## config.mk

```make
export PLATFORM = sky130hd
export DESIGN_NAME = event_unit_sleep_ctrl
export DESIGN_NICKNAME = d
export VERILOG_FILES = /design/src/rtl/event_unit_pkg.sv /design/src/rtl/event_unit_sleep_timer.sv /design/src/rtl/event_unit_sleep_ctrl.sv
export SDC_FILE = /design/constraint.sdc
export NUM_CORES = 1
export LEC_CHECK = 0
export ABC_AREA = 1
export BUFFER_PORTS_ARGS = -buffer_cell sky130_fd_sc_hd__buf_2
export CORE_ASPECT_RATIO = 0.6
export CORE_MARGIN = 2
export CORE_UTILIZATION = 30
export CTS_BUF_LIST = sky130_fd_sc_hd__clkbuf_2 sky130_fd_sc_hd__clkbuf_4 sky130_fd_sc_hd__clkbuf_8
export CTS_CLUSTER_DIAMETER = 100
export DETAILED_ROUTE_END_ITERATION = 10
export PLACE_DENSITY = 0.62
export REMOVE_ABC_BUFFERS = 1
export SYNTH_ARGS = -nofsm -noshare
export SYNTH_HDL_FRONTEND = slang
export SYNTH_HIERARCHICAL = 1
export SYNTH_SLANG_ARGS = --single-unit
export TNS_END_PERCENT = 10
```

## constraint.sdc

```tcl
create_clock -name clk_i -period 1.5 [get_ports clk_i]
set_clock_uncertainty 0.15 [all_clocks]
set_input_delay 0.3 -clock clk_i [delete_from_list [all_inputs] [get_ports clk_i]]
set_output_delay 0.3 -clock clk_i [all_outputs]
set_load 0.05 [all_outputs]
```

## src/rtl/event_unit_pkg.sv

```systemverilog
// rtl/event_unit_pkg.sv - shared types and constants for the event unit sleep controller
// Contents:
//   eu_state_e       : sleep controller FSM states
//   EVNT_W_DEFAULT   : default event status/clear width
//   TIMEOUT_FLAG_BIT : rdata bit carrying the timeout-wake flag at the default width
package event_unit_pkg;

    localparam int EVNT_W_DEFAULT   = 32;
    localparam int TIMEOUT_FLAG_BIT = EVNT_W_DEFAULT - 1;

    typedef enum logic [2:0] {
        ST_IDLE  = 3'd0,
        ST_DRAIN = 3'd1,
        ST_SLEEP = 3'd2,
        ST_WAKE  = 3'd3,
        ST_RESP  = 3'd4
    } eu_state_e;

endpackage

```

## src/rtl/event_unit_sleep_timer.sv

```systemverilog
// rtl/event_unit_sleep_timer.sv - sleep timeout down-counter for the event unit
// Ports:
//   clk_i, rst_i  : clock, synchronous active-high reset
//   load_i        : load load_val_i (asserted on the cycle the FSM enters SLEEP)
//   load_val_i    : timeout in SLEEP cycles, 0 = never expire
//   active_i      : FSM is in SLEEP; counter decrements while set
//   expire_o      : last SLEEP cycle of the timeout window (count == 1)
module event_unit_sleep_timer #(
    parameter int TMO_W = 16
) (
    input  logic             clk_i,
    input  logic             rst_i,
    input  logic             load_i,
    input  logic [TMO_W-1:0] load_val_i,
    input  logic             active_i,
    output logic             expire_o
);

    logic [TMO_W-1:0] count_q;
    logic [TMO_W-1:0] count_d;

    always_comb begin
        count_d = count_q;
        if (load_i) begin
            count_d = load_val_i;
        end else if (active_i && (count_q != '0)) begin
            count_d = count_q - 1'b1;
        end
    end

    always_ff @(posedge clk_i) begin
        if (rst_i) begin
            count_q <= '0;
        end else begin
            count_q <= count_d;
        end
    end

    // Loading N yields N SLEEP cycles (N..1); a load of 0 parks at 0 and never fires.
    assign expire_o = active_i && (count_q == {{(TMO_W-1){1'b0}}, 1'b1});

endmodule

```

## src/rtl/event_unit_sleep_ctrl.sv

```systemverilog
// rtl/event_unit_sleep_ctrl.sv - core wait-for-event sleep controller with clock gating
// Optional feature macro: EU_SLEEP_TIMEOUT_EN (adds timeout_cycles_i and the sleep timer)
// Ports:
//   clk_i, rst_i             : clock, synchronous active-high reset
//   core_wait_req_i/gnt_o    : wait request / combinational grant (IDLE only)
//   core_wait_r_valid_o      : one-cycle response pulse
//   core_wait_r_rdata_o      : latched event status, top bit = timeout flag
//   core_busy_i              : core has outstanding transactions
//   clock_en_o               : registered core clock-gate enable (0 only in SLEEP)
//   event_detect_i           : masked event pending
//   event_status_i           : masked buffered event status
//   clear_on_wake_i          : clear serviced events in RESP
//   evnt_buffer_clear_o      : per-bit event buffer clear pulse
//   timeout_cycles_i         : sleep timeout, 0 = disabled (EU_SLEEP_TIMEOUT_EN only)
module event_unit_sleep_ctrl
    import event_unit_pkg::*;
#(
    parameter int EVNT_W = EVNT_W_DEFAULT,
    parameter int TMO_W  = 16
) (
    input  logic              clk_i,
    input  logic              rst_i,
    input  logic              core_wait_req_i,
    output logic              core_wait_gnt_o,
    output logic              core_wait_r_valid_o,
    output logic [EVNT_W-1:0] core_wait_r_rdata_o,
    input  logic              core_busy_i,
    output logic              clock_en_o,
    input  logic              event_detect_i,
    input  logic [EVNT_W-1:0] event_status_i,
    input  logic              clear_on_wake_i,
    output logic [EVNT_W-1:0] evnt_buffer_clear_o
`ifdef EU_SLEEP_TIMEOUT_EN
    ,
    input  logic [TMO_W-1:0]  timeout_cycles_i
`endif
);

    localparam int FLAG_BIT = (EVNT_W == EVNT_W_DEFAULT) ? TIMEOUT_FLAG_BIT : EVNT_W - 1;

    eu_state_e         state_q, state_d;
    logic [EVNT_W-1:0] status_q, status_d;
    logic              tmo_wake_q, tmo_wake_d;
    logic              clock_en_q;
    logic              tmo_expire;

`ifdef EU_SLEEP_TIMEOUT_EN
    event_unit_sleep_timer #(
        .TMO_W (TMO_W)
    ) u_sleep_timer (
        .clk_i      (clk_i),
        .rst_i      (rst_i),
        .load_i     ((state_q != ST_SLEEP) && (state_d == ST_SLEEP)),
        .load_val_i (timeout_cycles_i),
        .active_i   (state_q == ST_SLEEP),
        .expire_o   (tmo_expire)
    );
`else
    // No timer in this build: expiry is constant-false, SLEEP exits on events only.
    localparam logic [TMO_W-1:0] TMO_NONE = '0;
    assign tmo_expire = (TMO_NONE != '0);
`endif

    assign core_wait_gnt_o = (state_q == ST_IDLE) && core_wait_req_i;

    always_comb begin
        state_d    = state_q;
        tmo_wake_d = tmo_wake_q;
        status_d   = status_q;

        case (state_q)
            ST_IDLE: begin
                if (core_wait_gnt_o) begin
                    state_d    = event_detect_i ? ST_RESP : ST_DRAIN;
                    tmo_wake_d = 1'b0;
                end
            end
            ST_DRAIN: begin
                // A pending event short-circuits the drain; no need to sleep.
                if (event_detect_i) begin
                    state_d = ST_RESP;
                end else if (!core_busy_i) begin
                    state_d = ST_SLEEP;
                end
            end
            ST_SLEEP: begin
                // Event beats a simultaneous timeout expiry.
                if (event_detect_i) begin
                    state_d    = ST_WAKE;
                    tmo_wake_d = 1'b0;
                end else if (tmo_expire) begin
                    state_d    = ST_WAKE;
                    tmo_wake_d = 1'b1;
                end
            end
            ST_WAKE:  state_d = ST_RESP;
            ST_RESP:  state_d = ST_IDLE;
            default:  state_d = ST_IDLE;
        endcase

        // Capture status on the cycle the FSM moves into RESP; the top bit
        // is owned by the controller, never by the event mux.
        if ((state_d == ST_RESP) && (state_q != ST_RESP)) begin
            status_d           = event_status_i;
            status_d[FLAG_BIT] = (state_q == ST_WAKE) && tmo_wake_q;
        end
    end

    always_ff @(posedge clk_i) begin
        if (rst_i) begin
            state_q    <= ST_IDLE;
            status_q   <= '0;
            tmo_wake_q <= 1'b0;
            clock_en_q <= 1'b1;
        end else begin
            state_q    <= state_d;
            status_q   <= status_d;
            tmo_wake_q <= tmo_wake_d;
            // Registered from next state so the gate opens on the same edge
            // that leaves SLEEP and closes on the edge that enters it.
            clock_en_q <= (state_d != ST_SLEEP);
        end
    end

    assign clock_en_o          = clock_en_q;
    assign core_wait_r_valid_o = (state_q == ST_RESP);
    assign core_wait_r_rdata_o = status_q;

    always_comb begin
        evnt_buffer_clear_o = '0;
        if ((state_q == ST_RESP) && clear_on_wake_i) begin
            evnt_buffer_clear_o           = status_q;
            evnt_buffer_clear_o[FLAG_BIT] = 1'b0;
        end
    end

endmodule

```

==> results of run 1 <==
## metal layers
metal	vias up	wire, um	GRT usage [%]
li1	1017	-	-
met5	-	0	0
met3	4	557	7.32
met2	82	2210	23.3
met4	0	31	4.05
met1	860	2310	20.2
## cells in the mapped netlist
cell type  instances
nand2_1           36
buf_2              7
clkbuf_1           9
o21ai_0            1
nor2_1            66
nand3_2            1
nor3_1             1
inv_1             36
buf_1              2
dfxtp_1           35
a21oi_1           33
nor3_2             1
buf_4              2
o211ai_2           1
conb_1             1
nand3_1           34
## state kept, by name (all words and copies together) (netlist names)
register and count:
clock_en_o 1, state_q 3, core_wait_r_rdata_o 31
## timing repair
action                     CTS  global route
setup endpoints to repair   33            58
cloned                       0             0
buffers inserted             0             0
gates resized for setup     59            26
pin swaps                    0             1
## power breakdown
group	internal (mW)	total (mW)	switching, mW
sequential	1.01	1.05	0.0387
clock	0.362	0.683	0.321
combinational	0.227	0.801	0.574
## worst max-delay path, cell delays in order, from the launching register on
cell and delay (ns):
dfxtp_1 0.33, inv_1 0.06, nor3_2 0.16, nand2_1 0.11
buf_4 0.21, nor2_1 0.15, buf_6 0.18
## through the flow
| stage | setup TNS (ns) | instances |
|---|---|---|
| 5_1_grt | -15.48 | 437 |
| 4_1_cts | -13.91 | 437 |
| 3_5_place_dp | -5.14 | 429 |
| 2_1_floorplan | -68.65 | 247 |
| 3_3_place_gp | -4.29 | 429 |
| 6_report | -12.72 | 437 |
## final timing paths
kind,from,endpoint,slack (ns),cells after the start
worst max-delay path,state_q[2]$_SDFF_PP0_,evnt_buffer_clear_o[21],-0.46,6
worst min-delay path,rst_i,state_q[2]$_SDFF_PP0_,0.08,2
worst max register to register,state_q[0]$_SDFF_PP0_,core_wait_r_rdata_o[7]$_SDFFE_PP0P_,0.07,6
worst min register to register,core_wait_r_rdata_o[19]$_SDFFE_PP0P_,core_wait_r_rdata_o[19]$_SDFFE_PP0P_,0.41,4
## cell families after synthesis
group	share of synthesized area, %
AND/OR/NAND/NOR	34.2
buffers and inverters	13.4
AO/OA/AOI/OAI	10.8
flip-flops	41.4
other	0.222
## final cells by class
cell class	count	area (um2)
clock inverter	1	5.00
multi-input combinational	176	837
timing repair buffer	113	846
tap	69	86.3
clock buffer	7	83.8
sequential	35	701
inverter	36	135
fill	595	2820
==> results.toml, run 1 <==
[clock_network]
clock_path_buffers = 2
cts_tree = "yes"
h-tree-depth = 2
clkLatencyLatePin_ns = 0.28
cts-buffers-inserted = 5
path_clk_slew_ns = 0.07
root_buffer = "clkbuf_8"
cts_sinks = 35
cts_hold_buf = 0

[sta]
final_hold_viol_count = 0
setup-violations-final = 33
drv_slew = 0
setup_ws_ns = -0.457
rsz0062_at_grt = "true"
fin_hold_ws_ns = 0.0775
finalCritPeriodShare_pct = 130
max_freq_ghz = 0.511
min_period_ns = 1.96

[detailed_routing]
drtAntennaViolNets = 0
via_per_inst = 4.49
first_pass_iters = 4
vias = 1963
drtIter0Drc = 49
wire_per_inst_um = 11.7
drc_errors = 0
wl_mm = 5.10

[critical_path]
crit_fanout = 13
cp-end-kind = "output port"
worst_ep_required_time_ns = 1.05
cp.arrival_ns = 1.51
worst_setup_path_start_kind = "register"
path_class = "register to output port"

[floorplanning]
start_util_pct = 30.7
ios = 105
rows = 21
fp.dieW_um = 101
fp.coreArea_mm2 = 0.00552
die_y_um = 62.2
die-area_mm2 = 0.00627

[power_and_ir_drop]
irDropWorstVdd_uv = 333
power_per_cell_area_mw_per_mm2 = 940
leakage_nw = 1.41
power.total_mw = 2.53

[yosys]
ys_warn_count = 6
synth.top_cell.area_share_pct = 41.4
syn_inst = 266
yosysSeqAreaShare_pct = 41.4
synth_area_leaders = "dfxtp_1 41%, nor2_1 15%, nand3_1 10%"
synth_top_area_cell = "dfxtp_1"
synth-seq-cells = 35
syn-cell-area_mm2 = 0.00169
avgSynthCellArea_um2 = 6.36
synth_cell_types = 16

[global_routing]
globalRoute.totalOverflow = 0
antenna_found_initial = 0
grt_pass1_vias = 1685
grt_max_degree = 37
grtUsageTotal_pct = 15.6
grt_pass1_wl_mm = 7.76

[layout]
layout_common_cells = "69 x buf_2, 50 x nor2_1, 36 x inv_1, 36 x nand2_1, 35 x dfxtp_1"
drive_above_1_share_pct = 39.1
fin_util_pct = 48.8
final_common_cell = "buf_2"
layout.nets = 405
syn_to_final_growth_pct = 59.2
diodes = 0
fin_area_mm2 = 0.00269

[placement]
place_area_mm2 = 0.00234
gp_congestion = 0.747
pre_cts_slack_ns = -0.208
dpl.hpwl_mm = 3.41
io_buffer_count = 101

[worst_hold_path]
hold_class = "primary input to register"

[status]
violations = "setup timing"
status = "complete, but fails checks"

[job]
cap_violations = 0
Note: power is estimated with default switching activity, not from simulation.
==> run 2, diff against run 1 <==
- CELL_PAD_IN_SITES_DETAIL_PLACEMENT: not set -> 0
- CELL_PAD_IN_SITES_GLOBAL_PLACEMENT: not set -> 2
- CORE_MARGIN: 2 -> 1
- CORE_UTILIZATION: 30 -> 21
- PLACE_DENSITY: 0.62 -> 0.84
==> run 2 against run 1 <==
Compared with the run above: clock power grew 31%; via count shrank 0.41%; the flow still finishes with violations (setup timing); critical path type unchanged; worst setup slack better by 0.078 ns; design area increased by 2.7%.
==> results.toml, run 2 (synthesized netlist as in run 1, its figures left out) <==
[placement]
io_buffer_count = 101
pre_cts_slack_ns = -0.156
dpl.hpwl_mm = 3.65
gp_congestion = 0.697
place_area_mm2 = 0.00240

[layout]
largest_reg_flops = 31
final_common_cell = "buf_2"
drive_above_1_share_pct = 39.7
fin_util_pct = 36.7
syn_to_final_growth_pct = 63.5
fill_cells = 840
fin_area_mm2 = 0.00277
diodes = 0
layout.nets = 405
layout_common_cells = "69 x buf_2, 45 x nor2_1, 36 x inv_1"

[sta]
finalCritPeriodShare_pct = 125
drv_slew = 0
setup-violations-final = 33
finalSetupTns_ns = -10.95
final_hold_viol_count = 0
rsz0062_at_grt = "true"
max_freq_ghz = 0.532
setup_ws_ns = -0.379
min_period_ns = 1.88

[power_and_ir_drop]
pwr-share-clk_pct = 32.6
power.total_mw = 2.74
p_comb_share_pct = 29.2
p_switching_mw = 0.965
p_int_mw = 1.78
power_frac_seq_pct = 38.1
leakage_nw = 1.43
irDropWorstVdd_uv = 366
switching_share_pct = 35.2
power_per_cell_area_mw_per_mm2 = 991

[global_routing]
globalRoute.totalOverflow = 0
grt_max_degree = 35
grt_pass1_wl_mm = 8.41
grt_pass1_vias = 1749
grtUsageTotal_pct = 12.6
antenna_found_initial = 0

[critical_path]
r2r-start = "state_q[1]$_SDFF_PP0_"
path_class = "register to output port"
worst_ep_required_time_ns = 1.05
cp-end-kind = "output port"
crit_fanout = 12
reg2regPathDepth = 6
rr_endpoint = "core_wait_r_rdata_o[29]$_SDFFE_PP0P_"
worst_setup_path_start_kind = "register"
r2r_setup_slack_ns = 0.12
cp.arrival_ns = 1.43

[floorplanning]
start_util_pct = 22.4
fp.coreArea_mm2 = 0.00754
die_y_um = 71.5
die-area_mm2 = 0.00843
ios = 105
fp.dieW_um = 118
rows = 24

[detailed_routing]
via_per_inst = 4.14
drc_errors = 0
wire_per_inst_um = 11.2
drtIter0Drc = 82
vias = 1955
first_pass_iters = 4
wl_mm = 5.30
drtAntennaViolNets = 0

[clock_network]
clkLatencyLatePin_ns = 0.28
path_clk_slew_ns = 0.08
postCtsSetupBuffers = 0
cts_sinks = 35
clock_path_buffers = 2
cts_tree = "yes"
cts-buffers-inserted = 5
h-tree-depth = 2
root_buffer = "clkbuf_8"

[worst_hold_path]
min_to = "state_q[2]$_SDFF_PP0_"
hp-start = "rst_i"
whs_path_depth = 2
hold_class = "primary input to register"

[status]
violations = "setup timing"
status = "complete, but fails checks"

[job]
cap_violations = 0
-- run 2: area by class of cell --
class / count / area [um2] / area share (%)
Timing Repair Buffer: 113 / 851 / 30.8
Multi-Input combinational cell: 176 / 832 / 30.1
Sequential cell: 35 / 701 / 25.3
Inverter: 36 / 135 / 4.88
Tap cell: 104 / 130 / 4.70
Clock buffer: 6 / 82.6 / 2.99
Clock inverter: 2 / 35.0 / 1.27
-- run 2: per-layer routing --
layer | global-route usage, % | up-vias | wire length, um
li1 | - | 1014 | -
met1 | 16.4 | 862 | 2680
met2 | 19.0 | 77 | 2120
met3 | 5.89 | 2 | 477
met4 | 2.99 | 0 | 19
met5 | 0 | - | 0
-- run 2: worst max path at each step --
stage | start | cells past startpoint | end
4_1_cts | state_q[2]$_SDFF_PP0_ | 6 | evnt_buffer_clear_o[18]
5_1_grt | state_q[2]$_SDFF_PP0_ | 6 | evnt_buffer_clear_o[28]
3_3_place_gp | state_q[2]$_SDFF_PP0_ | 6 | evnt_buffer_clear_o[11]
2_1_floorplan | state_q[2]$_SDFF_PP0_ | 4 | evnt_buffer_clear_o[0]
6_report | state_q[2]$_SDFF_PP0_ | 6 | evnt_buffer_clear_o[22]
3_5_place_dp | state_q[1]$_SDFF_PP0_ | 5 | evnt_buffer_clear_o[11]
-- run 2: through the flow --
stage               hold WS (ns)  cells
CTS                       0.0571    472
global route              0.0634    472
detailed placement         0.373    464
floorplan                  0.219    247
global placement           0.368    464
finish                    0.0708    472
-- run 2: what timing repair did --
action / 4_1_cts / 5_1_grt
gates cloned: 0 / 0
gates resized for setup: 61 / 23
hold buffers: 0 / 0
pin swaps: 0 / 1
setup endpoints to repair: 33 / 59
-- run 2: power by group through the flow --
stage	clock [mW]	combinational (mW)	sequential, mW
2_1_floorplan	0	0.283	1.33
3_3_place_gp	0	0.773	1.06
3_5_place_dp	0	0.774	1.06
4_1_cts	0.949	0.797	1.04
5_1_grt	0.977	0.868	1.06
6_report	0.895	0.802	1.04
-- run 2: worst max-delay path, stage by stage (launching register included) --
cell     delay (ns)
dfxtp_1        0.33
inv_1          0.06
nor3_2         0.16
nand2_2        0.11
buf_6          0.18
nor2_1         0.13
buf_6          0.18
